## config.mk

```make
export PLATFORM = sky130hd
export DESIGN_NAME = inference_uart_tx
export DESIGN_NICKNAME = d
export VERILOG_FILES = /design/src/rtl/inference_uart_tx.sv
export SDC_FILE = /design/constraint.sdc
export NUM_CORES = 2
export LEC_CHECK = 0
export BUFFER_PORTS_ARGS = -buffer_cell sky130_fd_sc_hd__buf_2
export CAP_MARGIN = 0
export CORE_ASPECT_RATIO = 1.4
export CORE_MARGIN = 8
export CORE_UTILIZATION = 50
export CTS_CLUSTER_DIAMETER = 100
export DETAILED_ROUTE_END_ITERATION = 8
export PLACE_DENSITY_LB_ADDON = 0.05
export SYNTH_ARGS = -nofsm -noshare
export SYNTH_HDL_FRONTEND = slang
export SYNTH_SLANG_ARGS = --single-unit
```

## constraint.sdc

```tcl
create_clock -name clk_in -period 25.1 [get_ports clk_in]
set_input_delay 5.02 -clock clk_in [delete_from_list [all_inputs] [get_ports clk_in]]
set_output_delay 5.02 -clock clk_in [all_outputs]
set_load 0.01 [all_outputs]
```

## src/rtl/inference_uart_tx.sv

```systemverilog
// Buffers CPU inference frames in a small FIFO and serializes each one as 8N1 UART:
// an optional sync byte first, then the frame bytes, least-significant byte first.
module inference_uart_tx #(
    parameter int         X_SIZE      = 512,
    parameter int         FIFO_DEPTH  = 4,
    parameter int         BAUD_DIV    = 868,
    parameter int         SYNC_ENABLE = 1,
    parameter logic [7:0] SYNC_BYTE   = 8'hA5
) (
    input  logic                            clk_in,
    input  logic                            rst_n_in,
    input  logic [X_SIZE-1:0]               inference_in,
    input  logic                            inference_valid_in,
    output logic                            tx_out,
    output logic                            busy_out,
    output logic                            overflow_out,
    output logic [$clog2(FIFO_DEPTH+1)-1:0] frames_pending_out
);
    localparam int NUM_BYTES   = X_SIZE / 8;
    localparam int TOTAL_BYTES = NUM_BYTES + ((SYNC_ENABLE != 0) ? 1 : 0);
    localparam int PTR_W       = $clog2(FIFO_DEPTH);
    localparam int CNT_W       = $clog2(FIFO_DEPTH + 1);
    localparam int BAUD_W      = (BAUD_DIV > 1) ? $clog2(BAUD_DIV) : 1;
    localparam int BYTE_W      = (TOTAL_BYTES > 1) ? $clog2(TOTAL_BYTES) : 1;

    localparam logic [1:0] S_IDLE  = 2'd0;
    localparam logic [1:0] S_START = 2'd1;
    localparam logic [1:0] S_DATA  = 2'd2;
    localparam logic [1:0] S_STOP  = 2'd3;

    logic [X_SIZE-1:0] r_mem [FIFO_DEPTH];
    logic [PTR_W-1:0]  r_wr_ptr;
    logic [PTR_W-1:0]  r_rd_ptr;
    logic [CNT_W-1:0]  r_count;
    logic              r_overflow;

    logic [1:0]        r_state;
    logic [BAUD_W-1:0] r_baud_cnt;
    logic [2:0]        r_bit_idx;
    logic [BYTE_W-1:0] r_byte_idx;
    logic [X_SIZE-1:0] r_frame_q;
    logic              r_tx;

    logic              w_pop;
    logic              w_full;
    logic              w_push;
    logic              w_baud_wrap;
    logic              w_sync_slot;
    logic              w_last_byte;
    logic [7:0]        w_cur_byte;
    logic              w_next_bit;

    assign w_pop       = (r_state == S_IDLE) && (r_count != '0);
    assign w_full      = (r_count == CNT_W'(FIFO_DEPTH));
    // A pop in the same cycle frees the slot, so a full FIFO still accepts.
    assign w_push      = inference_valid_in && (!w_full || w_pop);
    assign w_baud_wrap = (r_baud_cnt == BAUD_W'(BAUD_DIV - 1));
    assign w_sync_slot = (SYNC_ENABLE != 0) && (r_byte_idx == '0);
    assign w_last_byte = (r_byte_idx == BYTE_W'(TOTAL_BYTES - 1));
    assign w_cur_byte  = w_sync_slot ? SYNC_BYTE : r_frame_q[7:0];
    assign w_next_bit  = w_cur_byte[r_bit_idx + 3'd1];

    always_ff @(posedge clk_in) begin
        if (w_push) begin
            r_mem[r_wr_ptr] <= inference_in;
        end
    end

    always_ff @(posedge clk_in) begin
        if (!rst_n_in) begin
            r_wr_ptr   <= '0;
            r_rd_ptr   <= '0;
            r_count    <= '0;
            r_overflow <= 1'b0;
        end else begin
            if (w_push) begin
                r_wr_ptr <= r_wr_ptr + 1'b1;
            end
            if (w_pop) begin
                r_rd_ptr <= r_rd_ptr + 1'b1;
            end
            if (w_push && !w_pop) begin
                r_count <= r_count + CNT_W'(1);
            end else if (w_pop && !w_push) begin
                r_count <= r_count - CNT_W'(1);
            end
            if (inference_valid_in && !w_push) begin
                r_overflow <= 1'b1;
            end
        end
    end

    always_ff @(posedge clk_in) begin
        if (!rst_n_in || r_state == S_IDLE || w_baud_wrap) begin
            r_baud_cnt <= '0;
        end else begin
            r_baud_cnt <= r_baud_cnt + 1'b1;
        end
    end

    // r_tx is registered from the next-state decision so the line changes on the transition edge.
    always_ff @(posedge clk_in) begin
        if (!rst_n_in) begin
            r_state    <= S_IDLE;
            r_bit_idx  <= '0;
            r_byte_idx <= '0;
            r_frame_q  <= '0;
            r_tx       <= 1'b1;
        end else begin
            case (r_state)
                S_IDLE: begin
                    if (w_pop) begin
                        r_frame_q  <= r_mem[r_rd_ptr];
                        r_byte_idx <= '0;
                        r_bit_idx  <= '0;
                        r_tx       <= 1'b0;
                        r_state    <= S_START;
                    end
                end
                S_START: begin
                    if (w_baud_wrap) begin
                        r_bit_idx <= '0;
                        r_tx      <= w_cur_byte[0];
                        r_state   <= S_DATA;
                    end
                end
                S_DATA: begin
                    if (w_baud_wrap) begin
                        if (r_bit_idx == 3'd7) begin
                            r_tx    <= 1'b1;
                            r_state <= S_STOP;
                        end else begin
                            r_bit_idx <= r_bit_idx + 3'd1;
                            r_tx      <= w_next_bit;
                        end
                    end
                end
                S_STOP: begin
                    if (w_baud_wrap) begin
                        if (w_last_byte) begin
                            r_tx    <= 1'b1;
                            r_state <= S_IDLE;
                        end else begin
                            r_byte_idx <= r_byte_idx + 1'b1;
                            r_tx       <= 1'b0;
                            r_state    <= S_START;
                            if (!w_sync_slot) begin
                                r_frame_q <= r_frame_q >> 8;
                            end
                        end
                    end
                end
                default: begin
                    r_tx    <= 1'b1;
                    r_state <= S_IDLE;
                end
            endcase
        end
    end

    assign tx_out             = r_tx;
    assign busy_out           = (r_state != S_IDLE);
    assign overflow_out       = r_overflow;
    assign frames_pending_out = r_count;

endmodule

```

==> flow_summary.ini <==
[floorplan]
die_area_sq_mm = 0.214
start_util_pct = 50.1
ios = 521
core-area_sq_mm = 0.199
die_w_um = 394
die_h_um = 545
rows = 194

[synthesis]
ys_seq_area_share_pct = 72.6
synth-seq-cells = 2593
synth_area_leaders = edfxtp_1, mux4_2, dfxtp_1
syn_avg_cell_area_sq_um = 19.1
synth_cell_types = 49
yosysWarnings = 0
yosys.area.top_type_share_pct = 61.6
synth_top_flop_cell = edfxtp_1
synthesis.area_sq_mm = 0.0998
synth_edf_count = 2048
yosys.area.top_type = edfxtp_1
syn-num-nets = 5752
synthCells = 5222
synthArstFlopShare_pct = 0

[routing]
ant_nets = 0
vias = 51100
wirelength_mm = 238
drc = 0
viasPerCell = 5.94
avgRoutedWirePerCell_um = 27.6
firstDrtPassIters = 5
drt_first_iter_violations = 3151

[power_and_ir_drop]
ir_drop_uv = 168
total_power_w = 0.0127
leakagePower_nw = 40.6
powerDensity_mw_per_mm2 = 112

[grt]
grt_max_degree = 165
overflow = 0
grt_pass1_wl_mm = 352
antenna_found_initial = 195
grt_pass1_vias = 52600
gr-usage-all-layers_pct = 21.5

[worst_setup_path]
worstRegToRegCells = 11
r2r_end = r_frame_q[82]
critPathMaxStageDelay_ps = 860
timing.rr.start = r_state[0]
cp_max_fo = 131
worstPathArrival_ps = 9060
crit_chain = buf_2, nor2b_1, and2_4, buf_12, buf_4, buf_12
crit_path_start_kind = primary input
reg2reg_slack_ps = 19480
crit_required_ps = 25550
crit_top_cell = buf_12
crit_type = primary input to flip-flop
slowest_stage = and2_4
end_kind = flip-flop

[sta]
fin_crit_ps = 8600
hold_viol = 0
setup_viol = 0
tightest_slew_ps = 1180
tns_ps = 0
timing.fmax_ghz = 0.116
finClkSkew_ps = 47.7
fin_crit_sh_pct = 34.3
rsz0062_at_grt = no
drv_slew = 0
max_slew_margin_pct = 21.6

[outcome]
status = completed

[placed_design]
hpwlAfterDp_mm = 137
io_buffers = 520
place_congestion = 0.733

[clocking]
clkTransAtPathRegs_ps = 60
cts_num_sinks = 2593
cts-root-buf = clkbuf_16
cts_tree = done
cts_buffers = 246
clock_latency_ps = 880
clock_path_buffers = 4
cts_hold_buf = 0
cts_htree_levels = 4
cts_resized = 0
postCtsSetupRepairBufs = 0

[worst_hold_path]
holdPathStages = 1
hp-class = flip-flop to flip-flop
worstHoldStart = r_baud_cnt[0]
hold_path_end = r_baud_cnt[0]

[final_layout]
area_growth_pct = 13.3
finalNetCount = 6198
fillers = 15400
drive_gt1_share_pct = 25.5

[run]
maxCapViolations = 0
## state kept, by name, indices dropped and copies added, names as in the netlist, 3 cells and up, named ones only
signal	count
frames_pending_out	3
r_baud_cnt	10
r_bit_idx	3
r_mem	2048
r_byte_idx	7
r_frame_q	512
## cells in the mapped netlist, types with 4 or more instances
cell and n:
dfxtp_1 545, nor2_1 18, a21oi_1 10, mux4_2 512, nand2_1 10, o211a_1 504
nand2b_1 4, clkbuf_1 232, buf_1 16, inv_1 15, o21ai_0 15, a21boi_0 11
nand4_1 5, buf_2 104, xnor2_1 7, nand3b_1 8, and2_1 11, o221ai_1 4
mux2i_1 513, xor2_1 5, nand3_1 512, nor2b_1 8, ha_1 14, buf_4 51
edfxtp_1 2048, nor3_1 6
## routing by layer
metal / wire length, um / vias up / track usage, % / part of all wire [%]
met4: 4650 / 140 / 4.66 / 2.0
met2: 112000 / 1306 / 34.2 / 47
met3: 20800 / 475 / 7.74 / 8.8
met5: 898 / - / 0 / 0.38
met1: 99500 / 26800 / 28.9 / 42
li1: - / 22400 / - / -
## logic make-up (layout without fill, tap and decap cells)
group	after synthesis	count (layout)	synth area share (%)
other cells	0	75	0
mux	1025	1025	16.7
buf+inv	418	1070	1.89
fa+ha+maj	15	15	0.196
flops	2593	2593	72.6
xor+xnor	12	12	0.105
compound gates	560	560	5.44
simple gates	599	599	3.09
## worst max-delay path, delay by kind of cell
kind	cells	cell delay (ps)
simple gates	2	1320
buf+inv	4	2170
## worst max-delay path by stage
| stage | end | start |
|---|---|---|
| 6_report | r_mem[2][40] | inference_valid_in |
| 5_1_grt | r_mem[2][42] | inference_valid_in |
| 2_1_floorplan | r_mem[0][0] | inference_valid_in |
| 3_5_place_dp | r_mem[2][196] | inference_valid_in |
| 3_3_place_gp | r_mem[2][40] | inference_valid_in |
| 4_1_cts | r_mem[2][40] | inference_valid_in |
## power breakdown
part	total, W	switching, W	leakage (nW)	internal [W]
sequential	0.00573	0.000354	23.3	0.00538
clock	0.00378	0.00158	4.04	0.00220
combinational	0.00319	0.00184	13.3	0.00135
## cell type report
class                      count  area, sq um  share of cell area [%]
clock inverter               116         1320                    1.17
tap                         2646         3310                    2.93
timing repair buffer         601         3370                    2.98
inverter                      15         56.3                  0.0498
clock buffer                 338         6910                    6.11
sequential                  2593        72400                    64.0
multi-input combinational   2211        25500                    22.6
antenna                       75          188                   0.166
## stage by stage
stage / cells / hold slack, ps / setup WS [ps] / instance area [sq um] / utilization, %
after floorplan: 5222 / 426 / 7200 / 99800 / -
after global placement: 8066 / 455 / 15580 / 105000 / 52.6
after detailed placement: 8066 / 456 / 15590 / 105000 / 52.6
after CTS: 8520 / 469 / 16540 / 113000 / 56.7
after global routing: 8531 / 509 / 16330 / 113000 / 56.7
final: 8595 / 463 / 16500 / 113000 / 56.8
## placed cells by master, fill, tap and decap left out, types with 12 or more instances in the layout
cell type  netlist  layout
edfxtp_1      2048    2048
dfxtp_1        545     543
buf_2          104     519
mux2i_1        513     513
nand3_1        512     512
mux4_2         512     512
o211a_1        504     504
clkbuf_16        0     252
diode_2          0      75
buf_4           51      69
clkbuf_1       232      58
clkinv_2         0      46
bufinv_16        0      28
clkbuf_8         0      28
clkinv_1         0      27
nor2_1          18      18
inv_1           15      15
o21ai_0         15      15
ha_1            14      13
buf_12           0      12
(Power assumes the default switching activity.)
